## config.mk

```make
export PLATFORM = sky130hd
export DESIGN_NAME = bram_frame_reader
export DESIGN_NICKNAME = d
export VERILOG_FILES = /design/src/rtl/bram_frame_reader.sv
export SDC_FILE = /design/constraint.sdc
export NUM_CORES = 1
export LEC_CHECK = 0
export CORE_MARGIN = 8
export CORE_UTILIZATION = 56
export DETAILED_ROUTE_END_ITERATION = 12
export GPL_TIMING_DRIVEN = 1
export PLACE_DENSITY = 0.79
export SLEW_MARGIN = 5
export SYNTH_ARGS = -nofsm -noshare
export SYNTH_HDL_FRONTEND = slang
export SYNTH_SLANG_ARGS = --single-unit
```

## constraint.sdc

```tcl
create_clock -name clk -period 9.6 [get_ports clk]
set_input_delay 0.96 -clock clk [delete_from_list [all_inputs] [get_ports clk]]
set_output_delay 0.96 -clock clk [all_outputs]
set_load 0.01 [all_outputs]
```

## src/rtl/bram_frame_reader.sv

```systemverilog
// Read side of the ping-pong capture buffer: each toggle of start reads back the
// half that just filled and streams it out on an AXI-Stream master.
module bram_frame_reader #(
  parameter int POS_DIG    = 2,
  parameter int DATA_W     = 32,
  parameter int RD_LAT     = 2,
  parameter int FIFO_DEPTH = 8
) (
  input  logic              clk,
  input  logic              rst,
  input  logic              start,
  output logic [31:0]       bram_addr,
  output logic              bram_en,
  input  logic [DATA_W-1:0] bram_dout,
  output logic [DATA_W-1:0] m_tdata,
  output logic              m_tvalid,
  input  logic              m_tready,
  output logic              m_tlast,
  output logic              busy,
  output logic              done,
  output logic              lost
);

  localparam int HALF = 1 << POS_DIG;
  localparam int AW   = $clog2(FIFO_DEPTH);
  localparam int CW   = AW + 1;
  localparam logic [POS_DIG-1:0] LAST_CNT = {POS_DIG{1'b1}};

  typedef enum logic [1:0] {IDLE, ISSUE, DRAIN} state_t;

  state_t             r_state;
  state_t             w_state_nxt;
  logic               r_start_q;
  logic               r_armed;
  logic [31:0]        r_base;
  logic [31:0]        w_base_nxt;
  logic [POS_DIG-1:0] r_rd_cnt;
  logic [POS_DIG-1:0] w_rd_cnt_nxt;
  logic [RD_LAT-1:0]  r_pv;
  logic [RD_LAT-1:0]  r_pl;
  logic [DATA_W:0]    r_mem [FIFO_DEPTH];
  logic [AW-1:0]      r_wptr;
  logic [AW-1:0]      r_rptr;
  logic [CW-1:0]      r_count;
  logic               r_done;
  logic               r_lost;
  logic [CW:0]        w_in_flight;
  logic               w_edge;
  logic               w_issue;
  logic               w_credit;
  logic               w_push;
  logic               w_pop;
  logic               w_last_hs;

  // r_armed keeps the first cycle after reset from seeing a bogus edge.
  always_ff @(posedge clk) begin
    if (rst) begin
      r_start_q <= 1'b0;
      r_armed   <= 1'b0;
    end else begin
      r_start_q <= start;
      r_armed   <= 1'b1;
    end
  end

  assign w_edge = r_armed & (start ^ r_start_q);

  always_comb begin
    w_in_flight = '0;
    for (int i = 0; i < RD_LAT; i++) begin
      w_in_flight = w_in_flight + (CW+1)'(r_pv[i]);
    end
  end

  // Reads already launched count against FIFO space so the FIFO can never overflow.
  assign w_credit = (w_in_flight + {1'b0, r_count}) < (CW+1)'(FIFO_DEPTH);

  always_comb begin
    w_state_nxt  = r_state;
    w_base_nxt   = r_base;
    w_rd_cnt_nxt = r_rd_cnt;
    w_issue      = 1'b0;
    case (r_state)
      IDLE: begin
        if (w_edge) begin
          w_base_nxt   = start ? 32'd0 : 32'(HALF);
          w_rd_cnt_nxt = '0;
          w_state_nxt  = ISSUE;
        end
      end
      ISSUE: begin
        if (w_credit) begin
          w_issue      = 1'b1;
          w_rd_cnt_nxt = r_rd_cnt + POS_DIG'(1);
          if (r_rd_cnt == LAST_CNT) begin
            w_state_nxt = DRAIN;
          end
        end
      end
      DRAIN: begin
        if (w_last_hs) begin
          w_state_nxt = IDLE;
        end
      end
      default: w_state_nxt = IDLE;
    endcase
  end

  always_ff @(posedge clk) begin
    if (rst) begin
      r_state  <= IDLE;
      r_base   <= 32'd0;
      r_rd_cnt <= '0;
      r_done   <= 1'b0;
      r_lost   <= 1'b0;
    end else begin
      r_state  <= w_state_nxt;
      r_base   <= w_base_nxt;
      r_rd_cnt <= w_rd_cnt_nxt;
      r_done   <= w_last_hs;
      r_lost   <= r_lost | (w_edge & (r_state != IDLE));
    end
  end

  assign bram_en   = w_issue;
  assign bram_addr = w_issue ? (r_base + 32'(r_rd_cnt)) : 32'd0;
  assign busy      = (r_state != IDLE);
  assign done      = r_done;
  assign lost      = r_lost;

  // Valid/last bits travel alongside the BRAM latency so data is caught exactly when it lands.
  always_ff @(posedge clk) begin
    if (rst) begin
      r_pv <= '0;
      r_pl <= '0;
    end else begin
      r_pv[0] <= w_issue;
      r_pl[0] <= w_issue & (r_rd_cnt == LAST_CNT);
      for (int i = 1; i < RD_LAT; i++) begin
        r_pv[i] <= r_pv[i-1];
        r_pl[i] <= r_pl[i-1];
      end
    end
  end

  assign w_push    = r_pv[RD_LAT-1];
  assign m_tvalid  = (r_count != '0);
  assign w_pop     = m_tvalid & m_tready;
  assign m_tdata   = m_tvalid ? r_mem[r_rptr][DATA_W-1:0] : '0;
  assign m_tlast   = m_tvalid & r_mem[r_rptr][DATA_W];
  assign w_last_hs = (r_state == DRAIN) & w_pop & m_tlast;

  always_ff @(posedge clk) begin
    if (w_push) begin
      r_mem[r_wptr] <= {r_pl[RD_LAT-1], bram_dout};
    end
  end

  always_ff @(posedge clk) begin
    if (rst) begin
      r_wptr  <= '0;
      r_rptr  <= '0;
      r_count <= '0;
    end else begin
      if (w_push) begin
        r_wptr <= r_wptr + AW'(1);
      end
      if (w_pop) begin
        r_rptr <= r_rptr + AW'(1);
      end
      case ({w_push, w_pop})
        2'b10:   r_count <= r_count + CW'(1);
        2'b01:   r_count <= r_count - CW'(1);
        default: r_count <= r_count;
      endcase
    end
  end

endmodule
```

==> results.md, run 1 <==
* Yosys cell types at 37
* Hold path endpoint: r_pl[1]
* Worst hold start: r_pl[0]
* Final #Nets at ~700
* FFs w/ async S/R, synth at 0%
* Placement row count at 52
* Post-DP HPWL at 12.3 mm
* Initial DRT Pass Iterations at 5
* Initial antenna violation count at 0
* Pre-CTS setup slack at between 5 and 6 ns
* Cell Chain, Critical Path: buf_4 -> mux4_2 -> mux2i_1 -> nor2_1 -> clkdlybuf4s50_1
* Final setup viols at 0
* Status: completed
* Top_reg_cell synth: edfxtp_1
* Core area at 20100 sq um
* Vias at approximately 5500
* Buffers added on ports at 76
* Drt first-iter violations at 421
* Seq. cell area at about 8500 sq um
* FMAX at around 0.23 GHz
* VDD IR max at between 100 and 150 uV
* Post-Synth Adder-Cell Area at less than 1%
* Tightest Hold Check Type: reg -> reg
* Main combinational cell family by area after synthesis: multiplexers
* Gate Count Post-Synth at ~580
* DIE WIDTH at approximately 160 um
* GR Util met2 at between 30% and 40%
* Post-synthesis compound-gate area fraction at less than 1%
* Post-Synth Simple-Gate Area at around 3.6%
* Gr busiest metal: met2
* Max Cap Viol at 0
* Pin count of the biggest net entering global routing at 66
* Final wirelength at between 20 and 25 mm
* Netlist Area Pre-Place at about 11000 sq um
* Relative slew slack at 23.7%
* Max-slew violation count at 0
* Critical Path End Type: output port
* Final min period at 4.36 ns
* Area Overhead vs Synth at 18.0%
* Worst R2R Path Depth at 12
* Met3 usage at 2.85%
* R2R Setup Slk at roughly 6 ns
* Post-DP Area at ~12000 sq um
* Register area share after synthesis at between 70% and 80%
* Total grt overflow at 0
* Inserted Clock Buffers at 28
* Yosys reg bits at 290
* Leakage at about 4.3 nW
* Post-synthesis xor/xnor area fraction at less than 1%
* Syn. warnings at 0
* Final ANT Viol Nets at 0
* Mean routed wirelength per cell at roughly 23 um
* Post_cts resized at 0
* Power Density at between 200 and 250 nW/um^2
* Vias in the first global route at roughly 5800
* Critical path type: reg -> out
* Worst-Margin Slew at approximately 1.1 ns
* Setup ws final at roughly 5.2 ns
* Setup Skew at 0.0264 ns
* Critical Path Max Stage Delay at 0.87 ns
* Share of layout cells above drive strength 1 at 20.9%
* Post-synth EDFFs at around 260
* Post-CTS Repair Setup Buffers at 0
* M1 GR Usage at between 20% and 30%
* Synthesized area per cell at 19.8 sq um
* Total GRT Usage at between 10% and 20%
* Vias/cell at roughly 5.7
* Worst-Skew Late Latency at 0.54 ns
* Multiplexer share of the synthesized area at roughly 16%
* RePlAce Congestion at approximately 0.71
* Die Y at approximately 160 um
* Reg clk slew, reported paths at 0.06 ns
* Startpoint Class: register
* H-tree depth at 1
* Cell area after layout at around 13000 sq um
* Reg-to-Reg End: r_count[2]
* Worst path arrival time at 3.40 ns
* CP required at a little under 9 ns
* CTS tree: built
* Starting density of the core at 56.6%
* First-pass GRT wire length at approximately 34 mm
* Full die area at about 25000 sq um
* R2r startpoint: r_count[0]
* Peak fanout along the critical path at 56
* Fin. Hold Viols at 0
* Area occupied by multi-input gates at between 2000 and 3000 sq um
* Cell at the slowest stage of the critical path: buf_4
* Setup TNS at 0 ns
* Fillers at between 1000 and 1500
* Clock root cell: clkbuf_16
* Ant. Diodes at 0
* Number of remaining DRC errors at 0
* Core Util, Final at roughly two thirds
* RSZ-0062 raised after global routing: false
* I/O Pins at approximately 110
* Tcrit/Tclk final at around 45%
* Hold-fix buffers at CTS at 0
* Clock Sinks at 290
* WHS Path Cells at 1
* Max clock buf depth at 3
==> final cells by class <==
cell class / instances / share of cell area [%]
Clock inverter: 21 / 2.35
Clock buffer: 31 / 5.53
Tap cell: 270 / 2.51
Sequential cell: 290 / 62.9
Inverter: 8 / 0.224
Timing Repair Buffer: 88 / 6.33
Multi-Input combinational cell: 251 / 20.1
==> synthesized netlist by cell type, types with 6 or more instances <==
master | n | share of area, %
edfxtp_1 | 264 | 70
mux4_2 | 66 | 13
nor2_1 | 55 | 1.8
mux2i_1 | 35 | 3.1
buf_4 | 29 | 1.9
dfxtp_1 | 26 | 4.6
buf_2 | 14 | 0.62
nand2_1 | 10 | 0.33
a21oi_1 | 7 | 0.31
ha_1 | 7 | 0.77
clkbuf_1 | 6 | 0.20
xor2_1 | 6 | 0.46
==> flip-flops by register name, indices dropped and copies added (netlist names), 2 cells and up, named ones only <==
| signal | flops |
|---|---|
| r_wptr | 3 |
| r_state | 2 |
| r_pl | 2 |
| r_count | 4 |
| r_mem | 264 |
| r_pv | 2 |
| r_rptr | 3 |
| r_rd_cnt | 2 |
==> layout by cell type (no fill, tap or decap), types with 4 or more instances in the layout <==
master	n
nand2b_1	5
mux2i_1	35
dfxtp_1	23
ha_1	7
inv_1	5
edfxtp_1	264
nor2_1	49
mux4_2	66
nand3_1	4
clkinv_1	4
a21oi_1	7
clkbuf_16	29
xor2_1	6
nor2_4	6
buf_4	12
conb_1	29
clkinv_2	5
bufinv_16	8
nand2_1	10
clkdlybuf4s50_1	76
==> logic make-up (layout without fill, tap and decap cells) <==
| group | count (synthesis) | after routing |
|---|---|---|
| flip-flops | 290 | 290 |
| other | 1 | 29 |
| AND/OR/NAND/NOR | 89 | 89 |
| multiplexers | 103 | 103 |
| XOR/XNOR | 8 | 8 |
| buffers and inverters | 62 | 148 |
| adder cells (fa/ha/maj) | 7 | 7 |
| AO/OA/AOI/OAI | 15 | 15 |
==> worst max path at each step <==
stage	startpoint	endpoint	slack, ns	depth (start not counted)
3_5_place_dp	register	m_tdata[31]	5.71	5
6_report	register	m_tdata[31]	5.24	5
3_3_place_gp	register	m_tdata[31]	5.75	5
5_1_grt	register	m_tdata[8]	4.99	5
2_1_floorplan	r_pv[1]	r_mem[0][0]	6.31	3
4_1_cts	register	m_tdata[31]	5.13	5
==> critical path: cells and delay by family (launching register included) <==
family / cells / cell delay (ns)
buf+inv: 2 / 1.39
flops: 1 / 0.47
simple gates: 1 / 0.07
mux: 2 / 0.88
==> stage by stage <==
stage	total power [mW]	std cells	hold slack (ns)
after floorplan	1.75	603	0.414
after global placement	1.92	907	0.423
after detailed placement	1.93	907	0.432
after CTS	3.16	959	0.459
after global routing	3.24	959	0.460
final	3.13	959	0.455
==> per-layer routing <==
layer,routed length (um),vias up
li1,-,2400
met1,8900,2827
met2,11500,194
met3,1410,37
met4,412,0
met5,0,-
==> report_power, final <==
part | switching (mW) | internal (mW)
registers | 0.0247 | 1.39
clock network | 0.459 | 0.774
logic | 0.228 | 0.254
total | 0.712 | 2.42
(Power assumes the default switching activity.)
==> run 2, diff against run 1 <==
==> constraint.sdc (replaced) <==
create_clock -name clk -period 4.4 [get_ports clk]
set_input_delay 0.44 -clock clk [delete_from_list [all_inputs] [get_ports clk]]
set_output_delay 0.44 -clock clk [all_outputs]
set_load 0.01 [all_outputs]
==> run 2 against run 1 <==
  * Count of clock-buffer cells in the layout up 8
  * Largest power group unchanged
  * Clock power rose by 130%
  * Combinational power increased by 110%
  * Non-clock buffer count stayed put
  * Largest cell class unchanged
  * Sequential cell count is the same
  * Hold slack improved by 0.0087 ns
  * First-iteration DRC count up 16%
  * Die area unchanged
  * Clock skew fell by 0.018 ns
  * Utilization increased by 0.44 points
==> results.md, run 2 (same netlist as run 1, synthesis figures left out) <==
* Initial DRT Pass Iterations at 5 (unchanged)
* Vias in the first global route at 5896 (+1.4%)
* Clock power frac at 40.2% (+0.8 points)
* Final setup viols at 0 (unchanged)
* Starting density of the core at 56.6% (unchanged)
* Final min period at 3.47 ns
* Worst path arrival time at 3.03 ns (-0.37 ns)
* Placement row count at 52 (unchanged)
* Die Y at 159 um (unchanged)
* Initial antenna violation count at 0 (unchanged)
* Seq. cell area at 8460 sq um (unchanged)
* Pre-CTS setup slack at 1.44 ns (-4.27 ns)
* Cell at the slowest stage of the critical path: dfxtp_4
* Drt first-iter violations at 490 (+16%)
* Inserted Clock Buffers at 28 (unchanged)
* Leakage at 4.29 nW (+0.54%)
* H-tree depth at 1 (unchanged)
* Max clock buf depth at 3 (unchanged)
* Post_cts resized at 0 (unchanged)
* Reg clk slew, reported paths at 0.07 ns (about the same)
* I/O Pins at 106 (unchanged)
* Max reg flops at 264 (unchanged)
* Fin. Hold Viols at 0 (unchanged)
* Post-DP Area at 12400 sq um (+0.20%)
* Setup Skew at 0.00803 ns (-0.0184 ns)
* FMAX at approximately 0.29 GHz
* Worst-Margin Slew at 1.12 ns (-0.0200 ns)
* Pint at 5.40 mW (+120%)
* Cell area after layout at 13500 sq um (+0.65%)
* Startpoint Class: register
* Hold-fix buffers at CTS at 0 (unchanged)
* Pin count of the biggest net entering global routing at 66 (unchanged)
* Area Overhead vs Synth at 18.8%
* Sw Ratio at 22.2% (-0.54 points)
* Total GRT Usage at 18.0% (+0.080 points)
* Share of layout cells above drive strength 1 at 21.0% (+0.15 points)
* RePlAce Congestion at 0.717 (+1.7%)
* Final ANT Viol Nets at 0 (unchanged)
* Relative slew slack at 25.2% (+1.5 points)
* Cell Chain, Critical Path: buf_12 -> mux4_2 -> mux2i_1 -> nor2_1 -> clkdlybuf4s50_1
* Critical path type: reg -> out
* Vias at 5532 (+1.4%)
* Mean routed wirelength per cell at 23.2 um (about the same)
* Status: completed
* Worst-Skew Late Latency at 0.53 ns (about the same)
* VDD IR max at 372 uV (+160%)
* Non-filler cells, final at 959 (unchanged)
* Most flops, register: r_mem
* CTS tree: built
* Tightest Hold Check Type: reg -> reg
* Final #Nets at 710 (unchanged)
* RSZ-0062 raised after global routing: false
* DIE WIDTH at 159 um (unchanged)
* Area occupied by multi-input gates at 2700 sq um (unchanged)
* Core area at 20100 sq um (unchanged)
* Buffers added on ports at 76 (unchanged)
* Critical Path End Type: output port
* Ant. Diodes at 0 (unchanged)
* Critical Path Max Stage Delay at 0.76 ns (-0.11 ns)
* Commonest non-fill, non-tap cell in the layout: edfxtp_1
* Total grt overflow at 0 (unchanged)
* Hold_ws at 0.464 ns (+0.00871 ns)
* CP required at 3.96 ns (-4.68 ns)
* Clock root cell: clkbuf_16
* Post-DP HPWL at 12.5 mm (+1.2%)
* Core Util, Final at 67.3% (+0.44 points)
* Logic pwr share at 14.8% (-0.6 points)
* First-pass GRT wire length at 33.6 mm (+0.10%)
* Psw at 1.54 mW (+120%)
* Final wirelength at 22.3 mm (about the same)
* Total Power at 6.94 mW (+120%)
* Setup ws final at 0.928 ns (-4.32 ns)
* Peak fanout along the critical path at 36 (-36%)
* Power share of the sequential group at 45.0% (-0.2 points)
* Most frequent cells in the layout: edfxtp_1, clkdlybuf4s50_1, mux4_2
* Vias/cell at 5.77 (+1.4%)
* Largest registers: r_mem x264, r_count x4
* Clock Sinks at 290 (unchanged)
* Post-CTS Repair Setup Buffers at 0 (unchanged)
* Number of remaining DRC errors at 0 (unchanged)
* Max-slew violation count at 0 (unchanged)
* Full die area at 25200 sq um (unchanged)
* Tcrit/Tclk final at 78.9%
* Power Density at 513 nW/um^2 (+120%)
* Setup TNS at 0 ns (unchanged)
* Placed insts at 907 (unchanged)
* Max Cap Viol at 0 (unchanged)
* Fillers at 1265 (-2.2%)
==> run 2: cell types whose count changed in the layout (fill, tap and decap cells not counted) <==
cell,previous run,this run
inv_6,1,0
clkbuf_8,1,4
clkinv_2,5,1
inv_8,1,0
clkinv_1,4,0
clkinvlp_4,2,4
buf_4,12,10
buf_12,0,2
clkbuf_1,1,4
clkbuf_16,29,31
==> run 2: final timing paths <==
path	startpoint	end	slack [ns]	cells after the start
max	register	m_tdata[7]	0.93	5
min	r_pl[0]	r_pl[1]	0.46	1
max reg2reg	r_count[0]	r_count[2]	1.96	11
min reg2reg	r_pl[0]	r_pl[1]	0.46	1
==> run 2: layout make-up <==
cell class / instances / share of cell area, %
Timing Repair Buffer: 88 / 6.48
Sequential cell: 290 / 62.5
Clock inverter: 13 / 2.04
Multi-Input combinational cell: 251 / 20.0
Clock buffer: 39 / 6.25
Tap cell: 270 / 2.50
Inverter: 8 / 0.222
==> run 2: critical path: cells and delay by family, from the launching register on <==
kind	cells	cell delay, ns
AND/OR/NAND/NOR	1	0.06
multiplexers	2	0.74
flip-flops	1	0.76
buffers and inverters	2	0.88
==> run 2: per-layer routing <==
layer  vias up  GRT usage [%]  share of wire [%]  wire [um]
met2       208           31.1                 52      11500
met3        29           3.15                7.5       1660
met1      2887           23.0                 39       8760
li1       2408              -                  -          -
met4         0           5.34                1.6        346
met5         -              0                  0          0
==> run 2: power by group through the flow <==
stage,combinational (mW),sequential [mW],clock [mW]
floorplan,0.712,3.11,0
global placement,1.01,3.18,0
detailed placement,1.03,3.18,0
CTS,1.05,3.13,2.83
global route,1.10,3.13,2.94
finish,1.03,3.12,2.79
